### config.mk
export PLATFORM = sky130hd
export DESIGN_NAME = truth_table_extractor
export DESIGN_NICKNAME = d
export VERILOG_FILES = /design/src/rtl/tt_pkg.sv /design/src/rtl/tt_settle_timer.sv /design/src/rtl/truth_table_extractor.sv
export SDC_FILE = /design/constraint.sdc
export NUM_CORES = 1
export LEC_CHECK = 0
export ABC_AREA = 1
export CAP_MARGIN = 20
export CORE_AREA = 2 2 57 59
export CTS_CLUSTER_SIZE = 40
export DETAILED_ROUTE_END_ITERATION = 16
export DIE_AREA = 0 0 59 61
export DONT_BUFFER_PORTS = 1
export SETUP_SLACK_MARGIN = 0.1
export SLEW_MARGIN = 20
export SYNTH_ARGS = -nofsm -noshare
export SYNTH_HDL_FRONTEND = slang
export SYNTH_SLANG_ARGS = --single-unit
### constraint.sdc
create_clock -name clk -period 1.8 [get_ports clk]
set_clock_uncertainty 0.2 [all_clocks]
set_input_delay 0.54 -clock clk [delete_from_list [all_inputs] [get_ports clk]]
set_output_delay 0.54 -clock clk [all_outputs]
set_load 0.03 [all_outputs]
### src/rtl/tt_pkg.sv
// Shared types and helpers for the truth-table extractor: FSM states and the row-count function.
// Pure declarations; no logic, no latency.
package tt_pkg;

  localparam int MAX_N_IN = 6;

  typedef enum logic [1:0] {
    IDLE,
    SETTLE,
    SAMPLE,
    DONE
  } state_t;

  function automatic int rows(input int n);
    return 1 << n;
  endfunction

endpackage

### src/rtl/tt_settle_timer.sv
// Loadable down-counter that times how long each input vector is held before sampling.
// Zero flag is combinational from the count; load has priority over decrement; no backpressure.
module tt_settle_timer #(
  parameter int SETTLE_CYC = 2
) (
  input  logic clk,
  input  logic rst,
  input  logic load,
  input  logic dec,
  output logic zero
);

  localparam int W = (SETTLE_CYC > 1) ? $clog2(SETTLE_CYC) : 1;
  localparam logic [W-1:0] RELOAD = W'(SETTLE_CYC - 1);

  logic [W-1:0] count;

  always_ff @(posedge clk) begin
    if (rst) begin
      count <= '0;
    end else if (load) begin
      count <= RELOAD;
    end else if (dec && (count != '0)) begin
      count <= count - W'(1);
    end
  end

  assign zero = (count == '0);

endmodule

### src/rtl/truth_table_extractor.sv
// Sweeps every input vector of a gate, samples its output after a settle delay and builds the table.
// done fires ROWS*(SETTLE_CYC+1)+1 cycles after start is accepted; start is ignored while busy.
module truth_table_extractor
  import tt_pkg::*;
#(
  parameter int N_IN = 3,
  parameter int SETTLE_CYC = 2,
  localparam int ROWS = rows(N_IN)
) (
  input  logic            clk,
  input  logic            rst,
  input  logic            start,
  input  logic [ROWS-1:0] expect_tt,
  output logic [N_IN-1:0] fn_in,
  input  logic            fn_out,
  output logic            busy,
  output logic            done,
  output logic [ROWS-1:0] tt,
  output logic            tt_valid,
  output logic            match,
  output logic [N_IN-1:0] first_miss
);

  localparam logic [N_IN:0] LAST_ROW = (N_IN + 1)'(ROWS - 1);

  state_t          state;
  state_t          state_nxt;
  logic [N_IN:0]   row;
  logic [N_IN-1:0] row_idx;
  logic [ROWS-1:0] exp_q;
  logic            miss_seen;
  logic            last_row;
  logic            timer_load;
  logic            timer_dec;
  logic            timer_zero;

  assign row_idx  = row[N_IN-1:0];
  assign last_row = (row == LAST_ROW);

  tt_settle_timer #(
    .SETTLE_CYC(SETTLE_CYC)
  ) u_timer (
    .clk (clk),
    .rst (rst),
    .load(timer_load),
    .dec (timer_dec),
    .zero(timer_zero)
  );

  always_ff @(posedge clk) begin
    if (rst) begin
      state <= IDLE;
    end else begin
      state <= state_nxt;
    end
  end

  always_comb begin
    state_nxt  = state;
    timer_load = 1'b0;
    timer_dec  = 1'b0;
    case (state)
      IDLE: begin
        if (start) begin
          state_nxt  = SETTLE;
          timer_load = 1'b1;
        end
      end
      SETTLE: begin
        timer_dec = 1'b1;
        if (timer_zero) begin
          state_nxt = SAMPLE;
        end
      end
      SAMPLE: begin
        if (last_row) begin
          state_nxt = DONE;
        end else begin
          state_nxt  = SETTLE;
          timer_load = 1'b1;
        end
      end
      DONE:    state_nxt = IDLE;
      default: state_nxt = IDLE;
    endcase
  end

  // The row counter only advances on SAMPLE->SETTLE, so fn_in is never disturbed mid-row.
  always_ff @(posedge clk) begin
    if (rst) begin
      row        <= '0;
      tt         <= '0;
      exp_q      <= '0;
      tt_valid   <= 1'b0;
      match      <= 1'b0;
      first_miss <= '0;
      miss_seen  <= 1'b0;
    end else begin
      case (state)
        IDLE: begin
          if (start) begin
            row        <= '0;
            tt         <= '0;
            tt_valid   <= 1'b0;
            exp_q      <= expect_tt;
            first_miss <= '0;
            miss_seen  <= 1'b0;
          end
        end
        SAMPLE: begin
          tt[row_idx] <= fn_out;
          if ((fn_out != exp_q[row_idx]) && !miss_seen) begin
            first_miss <= row_idx;
            miss_seen  <= 1'b1;
          end
          if (!last_row) begin
            row <= row + (N_IN + 1)'(1);
          end
        end
        DONE: begin
          tt_valid <= 1'b1;
          match    <= (tt == exp_q);
        end
        default: begin
        end
      endcase
    end
  end

  assign fn_in = row_idx;
  assign busy  = (state != IDLE);
  assign done  = (state == DONE);

endmodule

# After elaboration in Yosys (flattened, before gate mapping)
# Cells that the tools add are included.
[op_classes] n_addsub=2 order_cmp=2 eq_ne=10 muxes=27 reduce_logical=15
[op_table] operator="case mux 8 bit (2 select lines)" n=1
[op_table] operator="two-way mux 1 bit" n=9
[op_table] operator="bitwise mux 8 bit" n=1
[op_table] operator="== test 8 bit" n=1
[op_table] operator="two-way mux 4 bit" n=2
[op_table] operator="two-way mux 8 bit" n=1
[op_table] operator="inequality test 2 bit, second input constant" n=4
[op_table] operator="case mux 2 bit (4 select lines)" n=1
[op_table] operator="case mux 4 bit (2 select lines)" n=1
[op_table] operator="AND reduction 2 bit" n=4
[op_table] operator="nonzero test 2 bit" n=4
[op_table] operator="two-way mux 2 bit" n=3
[op_table] operator="two-way mux 3 bit" n=2
[op_table] operator="case mux 1 bit (2 select lines)" n=3
[op_table] operator="case mux 3 bit (2 select lines)" n=1
[op_table] operator="AND reduction 3 bit" n=2
[op_table] operator="adder 4 x 1 -> 4 bit, second input constant" n=1
[op_table] operator="== test 2 bit, second input constant" n=2
[op_table] operator="== test 4 x 3 -> 1 bit, second input constant" n=1
[op_table] operator="less-than comparator 3 x 4 -> 1 bit, second input constant" n=1
[op_table] operator="binary-select mux 1 bit (select 3 bit)" n=1
[op_table] operator="demux 1 bit (select 3 bit)" n=1
[op_table] operator=">= comparator 3 x 1 -> 1 bit, second input constant" n=1
[op_table] operator="logical AND 1 bit" n=3
[op_table] operator="other kinds (5)" n=5
[totals] regBits=29 in_bits=12 out_inout_bits=18 word_cells=65

# Depth between registers and ports, before layout
[depth] word_depth=6 ltp_mapped=11 ltp_nobuf=10

# Cells and area by module
# A second synthesis with hierarchy kept.
[hier_totals] cells_unflattened=197 hier_area_um2=1432.6
[by_module_without_submodules] module="truth_table_extractor" n_inst=1 cells_per_inst=191 area_each_um2=1388.8 seq_area_each_um2=560.5
[by_module_without_submodules] module="tt_settle_timer" n_inst=1 cells_per_inst=6 area_each_um2=43.8 seq_area_each_um2=20.0

# Worst setup path after synthesis
# Ideal clock, no wire load.
[synth_timing] path_kind="flip-flop to flip-flop" from="register row[1]" to="register u_timer.count" arrival_ns=1.334 t_required_ns=1.492 path_slack_ns=0.158 stages_incl_launch_ff=10 path_buffers=0 synth_period_minus_slack_ns=1.642 cell_sequence="dfxtp_1 > ha_1 > nand2_1 > nor2_1 > nor2_1 > nor2_1 > inv_2 > a21oi_1 > or2_1 > inv_1"
[synth_between] elab_chain_len=4
[synth_lines] item="start: declaration" line="truth_table_extractor.sv:28" source="logic [N_IN:0] row;"
[synth_lines] item="start signal: assignment" line="truth_table_extractor.sv:117" source="row <= row + (N_IN + 1)'(1);"
[synth_lines] item="== test 4 x 3 -> 1 bit (*)" line="truth_table_extractor.sv:38" source="assign last_row = (row == LAST_ROW);"
[synth_lines] item="two-way mux 1 bit (*)" line="truth_table_extractor.sv:76" source="if (last_row) begin"
[synth_lines] item="case mux 1 bit (2 select lines) (*)" line="truth_table_extractor.sv:62" source="case (state)"
[synth_lines] item="two-way mux 1 bit or nonzero test 2 bit (tied branches)"
[synth_lines] item="end signal: assignment" line="tt_settle_timer.sv:24" source="count <= count - W'(1);"
[synth_lines] item="end: declaration" line="tt_settle_timer.sv:16" source="logic [W-1:0] count;"
# Every way passes the cells marked *; elsewhere a longest branch is shown, timed or not.
# A chain may end at the register's enable or synchronous reset.

# Worst setup path in the final report
[layout_timing] from="register row[2]" to="output fn_in[2]"
[layout_rtl] item="end: declaration" line="truth_table_extractor.sv:14" source="output logic [N_IN-1:0] fn_in,"
# No word-level cell between the ends.

==> flow_metrics.py <==
metrics = {
    "outcome": {
        "outcome": "finished, final reports clean",
    },
    "route": {
        "vias": 1293,
        "drc_errors": 0,
        "antenna_left": 0,
        "first_iter_violations": 33,
        "wl_um": 3160,
        "post_drt_wl_per_cell_um": 13.3,
        "first_pass_iters": 5,
        "via_per_inst": 5.43,
    },
    "critical_path": {
        "cp_slowest_stage_delay_ps": 420,
        "reg2regPathDepth": 9,
        "endpoint": "fn_in[2]",
        "crit_family": "flip-flops",
        "path_class": "flip-flop to output port",
        "required_ps": 1060,
        "cpMaxStageDelayCell": "dfxtp_4",
        "cp.depth": 1,
        "cp_cell_sequence": "buf_4",
        "r2r-start": "row[0]$_SDFFE_PP0P_",
        "timing.rr.end": "first_miss[1]$_SDFFE_PP0P_",
        "worstPathArrival_ps": 920,
        "cp-start-kind": "flip-flop",
        "startpoint": "row[2]$_SDFFE_PP0P_",
        "r2r_slack_ps": 200,
        "critPathBufInv": 1,
        "cp_max_fo": 9,
        "cp-end-kind": "output port",
    },
    "floorplanning": {
        "die_w_um": 59,
        "initial_core_util_pct": 47.8,
        "chipHeight_um": 61,
        "ioPinCount": 30,
        "coreArea_sq_um": 2950,
        "dieArea_sq_um": 3600,
        "fp-row-count": 20,
    },
    "worst_hold_path": {
        "hp-class": "primary input to flip-flop",
        "hold_start": "rst",
    },
    "synthesis": {
        "ys.flop_type": "dfxtp_1",
        "synth-adder-area-share_pct": 0.887,
        "yosysWarningCount": 0,
        "ys_ff_latch": 29,
        "ys_async_sr_fraction_pct": 0,
        "yosysMostFrequentCell": "nand2_1",
        "seq_area_frac_synth_pct": 41.2,
        "synth_compound_gate_area_share_pct": 20.0,
        "yosys-top-cells-count": "33 x nand2_1, 29 x dfxtp_1, 23 x a21oi_1",
        "syn_inst": 191,
        "synthMuxAreaShare_pct": 0,
        "netlist-cell-type-count": 30,
        "synth_xor_area_share_pct": 3.73,
        "synth_edf_count": 0,
        "avgSynthCellArea_sq_um": 7.38,
        "synthTopCellsByArea": "dfxtp_1 41%, nand2_1 8.8%, a21oi_1 8.2%",
        "synthSimpleGateAreaFrac_pct": 22.8,
        "yosys.area.top_type": "dfxtp_1",
        "syn_nets": 204,
        "synth_top_area_share_pct": 41.2,
        "synth_top_family_by_area": "simple AND/OR/NAND/NOR gates",
        "netlist_area_sq_um": 1410,
    },
    "sta": {
        "rsz0062_at_grt": "yes",
        "setup_viol": 0,
        "setup_tns_ps": 0,
        "min_period_over_period_pct": 92.1,
        "final_hold_viol_count": 0,
        "fin_crit_ps": 1660,
        "slew_headroom_pct": 74.0,
        "fmax_ghz": 0.603,
        "tightest_slew_ps": 390,
        "finalMaxSlewViolations": 0,
    },
    "cts": {
        "cts.clk_slew.worst_paths_ps": 90,
        "clk_path_buf_depth": 2,
        "worstSkewPairLatency_ps": 330,
        "cts-root-buf": "clkbuf_4",
        "cts_made_buffers": 5,
        "cts_sinks": 29,
        "h-tree-depth": 2,
        "cts_tree": "done",
    },
    "job": {
        "maxCapViolations": 0,
    },
    "cells_and_area": {
        "final-instance-count-excl-fill": 238,
        "post-route-util_pct": 55.6,
        "areaGrowthSynthToFinish_pct": 16.5,
        "insertedDiodeCount": 0,
        "drive_gt1_share_pct": 29.3,
        "finalInstanceArea_sq_um": 1640,
        "nNetsFinal": 217,
    },
    "global_routing": {
        "antenna_found_initial": 0,
        "overflow": 0,
        "grt_pass1_vias": 1193,
        "grt_pass1_wl_um": 5110,
        "grt_max_degree": 21,
        "grt_usage_pct": 19.5,
    },
    "place": {
        "post-dp-hpwl_um": 2340,
        "postPlaceCellArea_sq_um": 1500,
        "place.gp.congestion": 0.811,
        "placedCellCount": 229,
        "io_buffers": 0,
    },
    "power_and_ir_drop": {
        "peakVddDrop_mv": 0.526,
        "p_total_mw": 1.35,
        "pwr_density_cell_nw_per_um2": 821,
        "p_leak_nw": 0.701,
    },
}
## repair_timing
item | in CTS | in global routing
hold buffers | 0 | 0
setup endpoints to repair | 8 | 10
buffers inserted | 0 | 1
gates resized for setup | 5 | 19
pin swaps | 0 | 6
## flip-flops by register name (all words and copies together), names as in the netlist
register / cells
miss_seen: 1
state: 2
match: 1
u_timer.count: 1
row: 4
exp_q: 8
tt_valid: 1
first_miss: 3
tt: 8
## metrics by stage
stage	worst slack, ps	hold WS [ps]
detailed placement	79.6	257
floorplan	158	241
global placement	90.4	248
CTS	63.9	52.1
global route	92.5	29.8
finish	142	63.2
## placed cells by master (no fill, tap or decap), types with 3 or more instances in the layout
master    Yosys  layout
a21oi_1      23      21
inv_1        18      16
a311oi_1      5       5
o21ai_0       3       3
a22oi_1       5       5
o21ai_1      11      11
dfxtp_1      29      24
nand2_1      33      31
dfxtp_2       0       3
buf_4         3      16
nor2_2        2       7
nand3_2       1       3
nor2_1       14       9
clkbuf_4      0       5
nand2_2       2       4
xor2_1        5       5
nand3_1       9       7
inv_2         9       9
## layout make-up
class / count / area, sq um
fill: 297 / 1310
multi-input combinational: 125 / 713
sequential: 29 / 592
timing repair buffer: 16 / 120
inverter: 27 / 106
clock buffer: 7 / 65.1
tap: 33 / 41.3
clock inverter: 1 / 5.00
## worst min-delay path by stage
stage,endpoint,depth (start not counted),slack (ps)
after floorplan,exp_q[6]$_SDFFE_PP0N_,2,240
after global placement,miss_seen$_SDFFE_PP0P_,2,250
after detailed placement,miss_seen$_SDFFE_PP0P_,2,260
after CTS,miss_seen$_SDFFE_PP0P_,1,50
after global routing,row[1]$_SDFFE_PP0P_,1,30
final,first_miss[2]$_SDFFE_PP0P_,1,60
## power by group
part,internal (mW),switching [mW]
Clock,0.226,0.230
Combinational,0.0678,0.121
Sequential,0.671,0.0323
## cell families (layout without fill, tap and decap cells)
family / after synthesis / count (layout)
adders and majority gates: 1 / 1
DFF: 29 / 29
and+or+nand+nor: 69 / 69
AOI/OAI and AO/OA: 49 / 49
buffers and inverters: 37 / 51
xor gates and xnor gates: 6 / 6
## layer usage
layer | global-route usage (%) | wire (um)
met5 | 0 | 0
met4 | 9.42 | 59
met3 | 8.10 | 238
met2 | 31.7 | 1490
met1 | 22.3 | 1370
Power figures use the tool's default switching activity.
